### config.mk
export PLATFORM = sky130hd
export DESIGN_NAME = qpu_trace_tx
export DESIGN_NICKNAME = d
export VERILOG_FILES = /design/src/rtl/qpu_trace_pkg.sv /design/src/rtl/qpu_trace_fifo.sv /design/src/rtl/qpu_trace_tx.sv
export SDC_FILE = /design/constraint.sdc
export NUM_CORES = 1
export LEC_CHECK = 0
export CAP_MARGIN = 25
export CORE_MARGIN = 2
export CORE_UTILIZATION = 35
export DETAILED_ROUTE_END_ITERATION = 10
export GPL_TIMING_DRIVEN = 0
export PLACE_DENSITY = 0.58
export RECOVER_POWER = 50
export SLEW_MARGIN = 20
export SYNTH_ARGS = -nofsm -noshare
export SYNTH_HDL_FRONTEND = slang
export SYNTH_SLANG_ARGS = --single-unit
export TNS_END_PERCENT = 1
### constraint.sdc
create_clock -name clk -period 7.2 [get_ports clk]
set_input_delay 1.8 -clock clk [delete_from_list [all_inputs] [get_ports clk]]
set_output_delay 1.8 -clock clk [all_outputs]
set_load 0.1 [all_outputs]
### src/rtl/qpu_trace_pkg.sv
// Shared definitions for the QPU trace transmitter: frame constants,
// snapshot layout, FSM state encoding and the frame byte selector.
package qpu_trace_pkg;

  localparam logic [7:0] SYNC_BYTE   = 8'hA5;
  localparam int         FRAME_BYTES = 12;
  localparam int         SNAP_BITS   = 82;

  // UART framing states
  typedef enum logic [2:0] {
    IDLE,
    LOAD,
    START,
    DATA,
    STOP
  } txState_t;

  // One captured QPU snapshot; first field lands in the most significant bits
  typedef struct packed {
    logic [15:0] pc;
    logic [1:0]  status;
    logic [31:0] alpha;
    logic [31:0] beta;
  } snapshot_t;

  // Picks byte idx of the outgoing frame: sync, pc, status, alpha, beta (MSB first)
  function automatic logic [7:0] frameByte(input snapshot_t s, input logic [3:0] idx);
    logic [7:0] b;
    b = 8'h00;
    case (idx)
      4'd0:    b = SYNC_BYTE;
      4'd1:    b = s.pc[15:8];
      4'd2:    b = s.pc[7:0];
      4'd3:    b = {6'b0, s.status};
      4'd4:    b = s.alpha[31:24];
      4'd5:    b = s.alpha[23:16];
      4'd6:    b = s.alpha[15:8];
      4'd7:    b = s.alpha[7:0];
      4'd8:    b = s.beta[31:24];
      4'd9:    b = s.beta[23:16];
      4'd10:   b = s.beta[15:8];
      4'd11:   b = s.beta[7:0];
      default: b = 8'h00;
    endcase
    return b;
  endfunction

endpackage

### src/rtl/qpu_trace_fifo.sv
// Small snapshot FIFO. A push into a full FIFO is accepted only when a pop
// happens in the same cycle; pointers wrap modulo DEPTH (any depth).
module qpu_trace_fifo
  import qpu_trace_pkg::*;
#(
  parameter int DEPTH = 4
) (
  input  logic                 clk,
  input  logic                 reset,
  input  logic                 i_push,
  input  logic [SNAP_BITS-1:0] i_data,
  input  logic                 i_pop,
  output logic [SNAP_BITS-1:0] o_data,
  output logic                 o_empty,
  output logic                 o_full
);

  localparam int PW = (DEPTH > 1) ? $clog2(DEPTH) : 1;
  localparam int CW = $clog2(DEPTH + 1);
  localparam logic [PW-1:0] LAST_PTR = PW'(DEPTH - 1);
  localparam logic [CW-1:0] FULL_CNT = CW'(DEPTH);

  logic [SNAP_BITS-1:0] r_mem [DEPTH];
  logic [PW-1:0]        r_wrPtr;
  logic [PW-1:0]        r_rdPtr;
  logic [CW-1:0]        r_count;
  logic                 w_doPush;
  logic                 w_doPop;

  assign o_empty  = (r_count == '0);
  assign o_full   = (r_count == FULL_CNT);
  assign w_doPop  = i_pop && !o_empty;
  assign w_doPush = i_push && (!o_full || w_doPop);
  assign o_data   = r_mem[r_rdPtr];

  // Storage array; contents are don't-care while empty so no reset is needed
  always_ff @(posedge clk) begin
    if (w_doPush) begin
      r_mem[r_wrPtr] <= i_data;
    end
  end

  // Pointer and occupancy bookkeeping with explicit modulo-DEPTH wrap
  always_ff @(posedge clk) begin
    if (!reset) begin
      r_wrPtr <= '0;
      r_rdPtr <= '0;
      r_count <= '0;
    end else begin
      if (w_doPush) begin
        r_wrPtr <= (r_wrPtr == LAST_PTR) ? '0 : r_wrPtr + PW'(1);
      end
      if (w_doPop) begin
        r_rdPtr <= (r_rdPtr == LAST_PTR) ? '0 : r_rdPtr + PW'(1);
      end
      case ({w_doPush, w_doPop})
        2'b10:   r_count <= r_count + CW'(1);
        2'b01:   r_count <= r_count - CW'(1);
        default: r_count <= r_count;
      endcase
    end
  end

endmodule

### src/rtl/qpu_trace_tx.sv
// QPU trace transmitter: captures a snapshot on every QPU completion and
// streams it out as a 12-byte UART 8N1 frame. The stop bit of each
// non-final byte absorbs the LOAD cycle so bytes run back to back.
module qpu_trace_tx
  import qpu_trace_pkg::*;
#(
  parameter int CLKS_PER_BIT = 868,
  parameter int FIFO_DEPTH   = 4
) (
  input  logic        clk,
  input  logic        reset,
  input  logic        enable,
  input  logic [31:0] pc,
  input  logic [1:0]  q_status,
  input  logic        q_busy,
  input  logic [31:0] q_alpha,
  input  logic [31:0] q_beta,
  output logic        tx,
  output logic        tx_busy,
  output logic        overflow
);

  localparam int CNT_W = (CLKS_PER_BIT > 1) ? $clog2(CLKS_PER_BIT) : 1;
  localparam logic [CNT_W-1:0] CNT_LAST    = CNT_W'(CLKS_PER_BIT - 1);
  localparam logic [CNT_W-1:0] CNT_PRELAST = CNT_W'(CLKS_PER_BIT - 2);
  localparam logic [3:0]       LAST_BYTE   = 4'(FRAME_BYTES - 1);

  txState_t             r_state;
  snapshot_t            r_frame;
  logic [7:0]           r_shift;
  logic [CNT_W-1:0]     r_clkCnt;
  logic [2:0]           r_bitIdx;
  logic [3:0]           r_byteIdx;
  logic                 r_tx;
  logic                 r_txBusy;
  logic                 r_overflow;
  logic                 r_busyD;

  logic                 w_complete;
  logic                 w_push;
  logic                 w_pop;
  logic                 w_empty;
  logic                 w_full;
  logic [SNAP_BITS-1:0] w_snapIn;
  logic [SNAP_BITS-1:0] w_fifoData;
  logic                 w_unusedPc;

  assign w_unusedPc = ^pc[31:16];
  assign w_snapIn   = {pc[15:0], q_status, q_alpha, q_beta};
  assign w_complete = r_busyD && !q_busy;
  assign w_pop      = (r_state == IDLE) && !w_empty;
  assign w_push     = w_complete && enable;

  assign tx       = r_tx;
  assign tx_busy  = r_txBusy;
  assign overflow = r_overflow;

  qpu_trace_fifo #(
    .DEPTH (FIFO_DEPTH)
  ) u_fifo (
    .clk     (clk),
    .reset   (reset),
    .i_push  (w_push),
    .i_data  (w_snapIn),
    .i_pop   (w_pop),
    .o_data  (w_fifoData),
    .o_empty (w_empty),
    .o_full  (w_full)
  );

  // Completion edge detection and sticky overflow on a dropped snapshot
  always_ff @(posedge clk) begin
    if (!reset) begin
      r_busyD    <= 1'b0;
      r_overflow <= 1'b0;
    end else begin
      r_busyD <= q_busy;
      if (w_push && w_full && !w_pop) begin
        r_overflow <= 1'b1;
      end
    end
  end

  // UART framing FSM with registered tx and tx_busy
  always_ff @(posedge clk) begin
    if (!reset) begin
      r_state   <= IDLE;
      r_frame   <= '0;
      r_shift   <= '0;
      r_clkCnt  <= '0;
      r_bitIdx  <= '0;
      r_byteIdx <= '0;
      r_tx      <= 1'b1;
      r_txBusy  <= 1'b0;
    end else begin
      case (r_state)
        IDLE: begin
          r_tx     <= 1'b1;
          r_txBusy <= 1'b0;
          r_clkCnt <= '0;
          if (!w_empty) begin
            r_frame   <= w_fifoData;
            r_byteIdx <= '0;
            r_txBusy  <= 1'b1;
            r_state   <= LOAD;
          end
        end
        LOAD: begin
          r_shift  <= frameByte(r_frame, r_byteIdx);
          r_tx     <= 1'b0;
          r_clkCnt <= '0;
          r_state  <= START;
        end
        START: begin
          if (r_clkCnt == CNT_LAST) begin
            r_clkCnt <= '0;
            r_tx     <= r_shift[0];
            r_shift  <= {1'b0, r_shift[7:1]};
            r_bitIdx <= '0;
            r_state  <= DATA;
          end else begin
            r_clkCnt <= r_clkCnt + CNT_W'(1);
          end
        end
        DATA: begin
          if (r_clkCnt == CNT_LAST) begin
            r_clkCnt <= '0;
            if (r_bitIdx == 3'd7) begin
              r_tx    <= 1'b1;
              r_state <= STOP;
            end else begin
              r_tx     <= r_shift[0];
              r_shift  <= {1'b0, r_shift[7:1]};
              r_bitIdx <= r_bitIdx + 3'd1;
            end
          end else begin
            r_clkCnt <= r_clkCnt + CNT_W'(1);
          end
        end
        STOP: begin
          if ((r_byteIdx != LAST_BYTE) && (r_clkCnt == CNT_PRELAST)) begin
            r_clkCnt  <= '0;
            r_byteIdx <= r_byteIdx + 4'd1;
            r_state   <= LOAD;
          end else if ((r_byteIdx == LAST_BYTE) && (r_clkCnt == CNT_LAST)) begin
            r_clkCnt <= '0;
            r_txBusy <= 1'b0;
            r_state  <= IDLE;
          end else begin
            r_clkCnt <= r_clkCnt + CNT_W'(1);
          end
        end
        default: begin
          r_state <= IDLE;
        end
      endcase
    end
  end

endmodule

==> impl_metrics.py, run 1 <==
metrics = {
    "routing": {
        "drt.antenna.violating_nets": 0,
        "vias": 9850,
        "drt-initial-drc-count": 743,
        "dr.pass1.iters": 6,
        "route.detailed.drc": 0,
        "routed_wl_um": 39200,
        "post_drt_via_cell_ratio": 4.97,
        "wire_per_inst_um": 19.8,
    },
    "pwr": {
        "p_clk_share_pct": 34.4,
        "ir_drop_v": 0.000155,
        "switchingPower_w": 0.00187,
        "power_per_cell_area_mw_per_mm2": 324,
        "p_seq_share_pct": 46.8,
        "internal_power_w": 0.00490,
        "switching_share_pct": 27.6,
        "pwr-share-comb_pct": 18.8,
        "cellLeakagePower_nw": 6.59,
    },
    "critical_path": {
        "critPathRequiredTime_ns": 7.44,
        "criticalPathCategory": "in2reg",
        "cp_max_fo": 43,
        "cp-start-kind": "input pin",
        "timing.critical_path.from": "q_busy",
        "cp_cell_sequence": "clkdlybuf4s50_1 -> nand3b_1 -> nor2b_1 -> clkbuf_1 -> and2_2 -> clkbuf_1 -> buf_16",
        "end_kind": "register",
        "slowest_stage": "clkbuf_1",
        "reg2reg_from": "r_state[0]$_SDFFE_PN0P_",
        "worst-r2r-setup-slack_ns": 2.76,
        "cpPeakStageDelay_ns": 2.06,
        "critPathMostFrequentCell": "clkbuf_1",
        "crit_arrival_ns": 5.41,
    },
    "placement": {
        "dp_hpwl_um": 26200,
        "finalWeightedCongestion": 0.899,
        "placed_cells": 1895,
        "port_buffers": 88,
    },
    "yosys": {
        "yosys_warnings": 0,
        "ys_seq_elements": 449,
        "synth_area_per_cell_um2": 15.5,
        "synth_area_mm2": 0.0175,
        "syn_inst": 1130,
        "synth_top_cell_area_share_pct": 56.1,
        "yosysTopAreaCell": "edfxtp_1",
        "ys_seq_area_share_pct": 69.9,
        "synthArstFlopShare_pct": 0,
        "syn_nets": 1247,
        "synth_edf_count": 328,
        "synthTopCellsByArea": "edfxtp_1, dfxtp_1, mux4_2",
        "synth_flop_cell": "edfxtp_1",
        "synth.distinct_cells": 63,
    },
    "cells_and_area": {
        "n_antenna_cell": 0,
        "drive_above_1_share_pct": 13.8,
        "stdcell_count": 1981,
        "area.growth.synth_to_final_pct": 19.0,
        "finalNetCount": 1389,
        "fillers": 4599,
    },
    "clock_tree": {
        "clk_pin_slew_ns": 0.06,
        "postCtsSetupBuffers": 0,
        "numClockSinks": 449,
        "cts_tree": "done",
        "cts-root-buf": "clkbuf_16",
        "clkLatencyLatePin_ns": 0.57,
        "cts_hold_buf": 0,
        "cts.repair.resized": 0,
        "ctsLongestPathBuffers": 3,
        "cts_buffers": 46,
        "htree_levels": 2,
    },
    "grt": {
        "grt_pass1_vias": 10200,
        "antenna_found_initial": 1,
        "overflow": 0,
        "globalRouteTotalUtil_pct": 15.2,
        "grt_max_degree": 44,
        "grt_pass1_wl_um": 60800,
    },
    "floorplanning": {
        "die_x_um": 228,
        "rows": 82,
        "die_y_um": 228,
        "dieArea_mm2": 0.0519,
        "pin_count": 105,
        "core_mm2": 0.0499,
        "start_util_pct": 35.2,
    },
    "flow_run": {
        "max_cap_violations": 1,
    },
    "min_path": {
        "hold_class": "reg2reg",
        "hold_start": "r_frame[11]$_SDFFE_PN0P_",
    },
    "timing": {
        "fin_skew_ns": 0.0173,
        "final_hold_viol_count": 0,
        "slew_violations": 43,
        "rsz0062_at_grt": "false",
        "final-setup-viol-count": 0,
        "post-route-period-util_pct": 71.8,
        "period_minus_slack_ns": 5.17,
        "tns_ns": 0,
        "fmax_mhz": 194,
        "max_slew_margin_pct": -95.7,
        "worst_pin_slew_ns": 2.94,
    },
    "outcome": {
        "status": "finished, violations left",
        "violations": "capacitance limit, slew limit",
    },
}
## kinds of logic (layout without fill, tap and decap cells)
kind of cell	Yosys count	in the layout	share of synthesized area [%]
buffers and inverters	87	266	2.42
adder cells (fa/ha/maj)	15	15	1.11
XOR/XNOR	6	6	0.299
multiplexers	85	85	10.7
AND/OR/NAND/NOR	304	304	7.77
AO/OA/AOI/OAI	184	184	7.77
flip-flops	449	449	69.9
## power by group through the flow
stage          Combinational (W)  Sequential, W  Clock [W]
2_1_floorplan           0.000898        0.00317          0
3_3_place_gp             0.00129        0.00321          0
3_5_place_dp             0.00131        0.00321          0
4_1_cts                  0.00131        0.00316    0.00239
5_1_grt                  0.00142        0.00318    0.00249
6_report                 0.00127        0.00316    0.00233
## worst max-delay path, delay by kind of cell
family        cells  cell delay (ns)
buf+inv           4             3.05
simple gates      3             0.49
## state kept, by name, summed over array words and instances (netlist names)
signal,cells
tx,1
u_fifo.r_rdPtr,2
r_shift,8
u_fifo.r_count,3
u_fifo.r_mem,328
r_state,3
r_clkCnt,10
r_frame,82
r_busyD,1
r_bitIdx,3
u_fifo.r_wrPtr,2
overflow,1
r_byteIdx,4
tx_busy,1
## metrics by stage
stage | setup slack [ns] | area [µm²] | util [%] | hold WS (ns) | power, W
global placement | 0.255 | 19300 | 38.6 | 0.445 | 0.00450
detailed placement | 2.95 | 19400 | 38.9 | 0.449 | 0.00452
CTS | 3.26 | 20900 | 41.9 | 0.457 | 0.00686
floorplan | 2.51 | 17500 | - | 0.434 | 0.00406
global route | 1.64 | 20900 | 41.9 | 0.480 | 0.00709
finish | 2.03 | 20900 | 41.9 | 0.459 | 0.00677
## placed cells by master (no fill, tap or decap), types with 16 or more instances in the layout
| cell type | n |
|---|---|
| edfxtp_1 | 328 |
| nand2_1 | 192 |
| dfxtp_1 | 121 |
| dlygate4sd3_1 | 83 |
| mux4_2 | 82 |
| clkbuf_1 | 64 |
| a21boi_0 | 60 |
| clkbuf_16 | 48 |
| a21boi_1 | 27 |
| nand3_1 | 27 |
| nor2_1 | 18 |
| o21ai_0 | 17 |
| a22oi_1 | 16 |
## final cells by class
class,count,area [µm²],share of cell area [%]
clock buffers,75,1380,6.62
well taps,672,841,4.03
plain buffers,72,363,1.74
repair buffers,94,1010,4.82
flip-flops and latches,449,12300,58.8
inverters,15,57.6,0.276
multi-input cells,594,4850,23.2
clock inverters,10,104,0.497
## per-layer routing
layer / part of all wire [%] / vias to the layer above / global-route usage, %
met5: 0.033 / - / 0
met4: 2.6 / 2 / 5.41
met3: 4.4 / 68 / 2.50
met2: 46 / 223 / 24.0
met1: 47 / 4937 / 21.2
li1: - / 4620 / -
## Yosys cell counts (6+ instances only)
master and instances:
and3_1 7, and2_1 12, buf_6 9, a21boi_0 37, nor2_1 18, nand3_1 27, nor2b_1 6, buf_2 11
a21oi_1 11, nor3_1 10, a22oi_1 16, clkbuf_1 43, a21boi_1 50, nand4_1 8, mux4_2 82, nand2_1 192
dfxtp_1 121, edfxtp_1 328, o21ai_0 17, inv_1 14, ha_1 14, a222oi_1 8
## final timing paths
kind | end | cells after the start
min reg2reg | r_frame[11]$_SDFFE_PN0P_ | 2
max reg2reg | u_fifo.r_mem[1][77]$_DFFE_PP_ | 9
min | r_frame[11]$_SDFFE_PN0P_ | 2
max | u_fifo.r_mem[1][77]$_DFFE_PP_ | 7
Power figures use the tool's default switching activity.
==> inputs of run 2 (changes only) <==
Clock period 7.2 ns to 5.1 ns, I/O delays scaled along.
==> impl_metrics.py, run 2 (same netlist as run 1, synthesis figures left out) <==
metrics = {
    "outcome": {
        "status": "completed",
    },
    "cells_and_area": {
        "top_register": "u_fifo.r_mem",
        "multi_input_area_mm2": 0.00485,
        "finalNetCount": 1389,
        "fillers": 4599,
        "top_regs": "u_fifo.r_mem x328, r_frame x82, r_clkCnt x10",
        "seq_area_mm2": 0.0123,
        "n_antenna_cell": 0,
        "drive_above_1_share_pct": 13.9,
        "largest_register_ffs": 328,
        "area.growth.synth_to_final_pct": 19.0,
        "layout_common_cells": "edfxtp_1, nand2_1, dfxtp_1",
        "final_common_cell": "edfxtp_1",
    },
    "pwr": {
        "switchingPower_w": 0.00265,
        "internal_power_w": 0.00691,
        "power.total_w": 0.00956,
        "ir_drop_v": 0.000219,
        "cellLeakagePower_nw": 6.59,
        "p_clk_share_pct": 34.4,
        "power_per_cell_area_mw_per_mm2": 458,
        "switching_share_pct": 27.7,
        "pwr-share-comb_pct": 18.8,
        "p_seq_share_pct": 46.7,
    },
    "routing": {
        "drt.antenna.violating_nets": 0,
        "route.detailed.drc": 0,
        "drt-initial-drc-count": 785,
        "routed_wl_um": 39200,
        "vias": 9911,
        "wire_per_inst_um": 19.8,
        "post_drt_via_cell_ratio": 5.00,
        "dr.pass1.iters": 8,
    },
    "critical_path": {
        "end_kind": "register",
        "cp_cell_sequence": "dlygate4sd3_1 -> nand3b_1 -> nor2b_1 -> clkbuf_1 -> and2_2 -> clkbuf_2 -> buf_16",
        "slowest_stage": "clkbuf_2",
        "reg2reg_from": "r_state[0]$_SDFFE_PN0P_",
        "criticalPathCategory": "in2reg",
        "timing.critical_path.from": "q_busy",
        "cpLargestDelayFamily": "buffers and inverters",
        "crit_buf_inv": 4,
        "cp-start-kind": "input pin",
        "rr_worst_depth": 9,
        "critPathRequiredTime_ns": 5.35,
        "crit_arrival_ns": 3.97,
        "cp_max_fo": 43,
        "path_depth": 7,
        "cpPeakStageDelay_ns": 0.97,
    },
    "timing": {
        "final-setup-viol-count": 0,
        "tns_ns": 0,
        "post-route-period-util_pct": 72.9,
        "fmax_mhz": 269,
        "worst_pin_slew_ns": 1.37,
        "slew_violations": 0,
        "final_hold_viol_count": 0,
        "max_slew_margin_pct": 8.97,
        "rsz0062_at_grt": "false",
        "setup_ws_ns": 1.38,
        "fin_skew_ns": 0.0169,
        "period_minus_slack_ns": 3.72,
    },
    "clock_tree": {
        "postCtsSetupBuffers": 0,
        "numClockSinks": 449,
        "cts-root-buf": "clkbuf_16",
        "cts_hold_buf": 0,
        "htree_levels": 2,
        "clkLatencyLatePin_ns": 0.57,
        "clk_pin_slew_ns": 0.06,
        "cts_buffers": 46,
        "ctsLongestPathBuffers": 3,
        "cts_tree": "done",
        "cts.repair.resized": 0,
    },
    "floorplanning": {
        "core_mm2": 0.0499,
        "start_util_pct": 35.2,
        "dieArea_mm2": 0.0519,
        "rows": 82,
        "die_x_um": 228,
        "die_y_um": 228,
        "pin_count": 105,
    },
    "grt": {
        "globalRouteTotalUtil_pct": 15.2,
        "grt_pass1_wl_um": 60800,
        "grt_pass1_vias": 10200,
        "overflow": 0,
        "grt_max_degree": 44,
        "antenna_found_initial": 1,
    },
    "placement": {
        "pre_cts_ws_ns": 1.37,
        "dp_hpwl_um": 26200,
        "finalWeightedCongestion": 0.899,
        "port_buffers": 88,
    },
    "flow_run": {
        "max_cap_violations": 0,
    },
    "min_path": {
        "hold_class": "reg2reg",
        "hold_start": "r_frame[11]$_SDFFE_PN0P_",
        "min_path_cells": 2,
    },
}
-- run 2: power by group through the flow --
stage                     clock, W  sequential [W]  combinational, W
final                      0.00329         0.00447           0.00180
after global routing       0.00351         0.00450           0.00201
after CTS                  0.00338         0.00446           0.00185
after detailed placement         0         0.00454           0.00185
after global placement           0         0.00453           0.00181
after floorplan                  0         0.00447           0.00127
-- run 2: metal layers --
metal	share of wire (%)	up-vias	routed length (µm)	track usage, %
met5	0.018	-	7	0
met2	46	230	18100	24.0
li1	-	4624	-	-
met3	4.6	76	1800	2.50
met4	2.7	2	1070	5.41
met1	46	4979	18200	21.2
-- run 2: tightest hold or removal path, cell delays in order (launching register included) --
cell and delay (ns):
dfxtp_1 0.31, nand2_1 0.05, a21boi_1 0.05
-- run 2: path summary, 6_finish.rpt --
check                                  endpoint  slack [ns]
hold / removal         r_frame[11]$_SDFFE_PN0P_        0.46
setup reg to reg  u_fifo.r_mem[1][77]$_DFFE_PP_        1.72
hold reg to reg        r_frame[11]$_SDFFE_PN0P_        0.46
setup / recovery  u_fifo.r_mem[1][77]$_DFFE_PP_        1.38
-- run 2: layout make-up --
cell class	count	area share, %
well taps	672	4.03
plain buffers	72	1.74
clock buffers	75	6.62
repair buffers	94	4.82
inverters	15	0.276
clock inverters	10	0.497
multi-input cells	594	23.2
flip-flops and latches	449	58.8
-- run 2: metrics by stage --
stage	hold slack, ns	std cells	utilization [%]	area (µm²)
finish	0.461	1981	41.9	20900
CTS	0.457	1980	41.9	20900
detailed placement	0.449	1895	38.9	19400
global placement	0.445	1890	38.6	19300
floorplan	0.434	1130	-	17500
global route	0.480	1981	41.9	20900
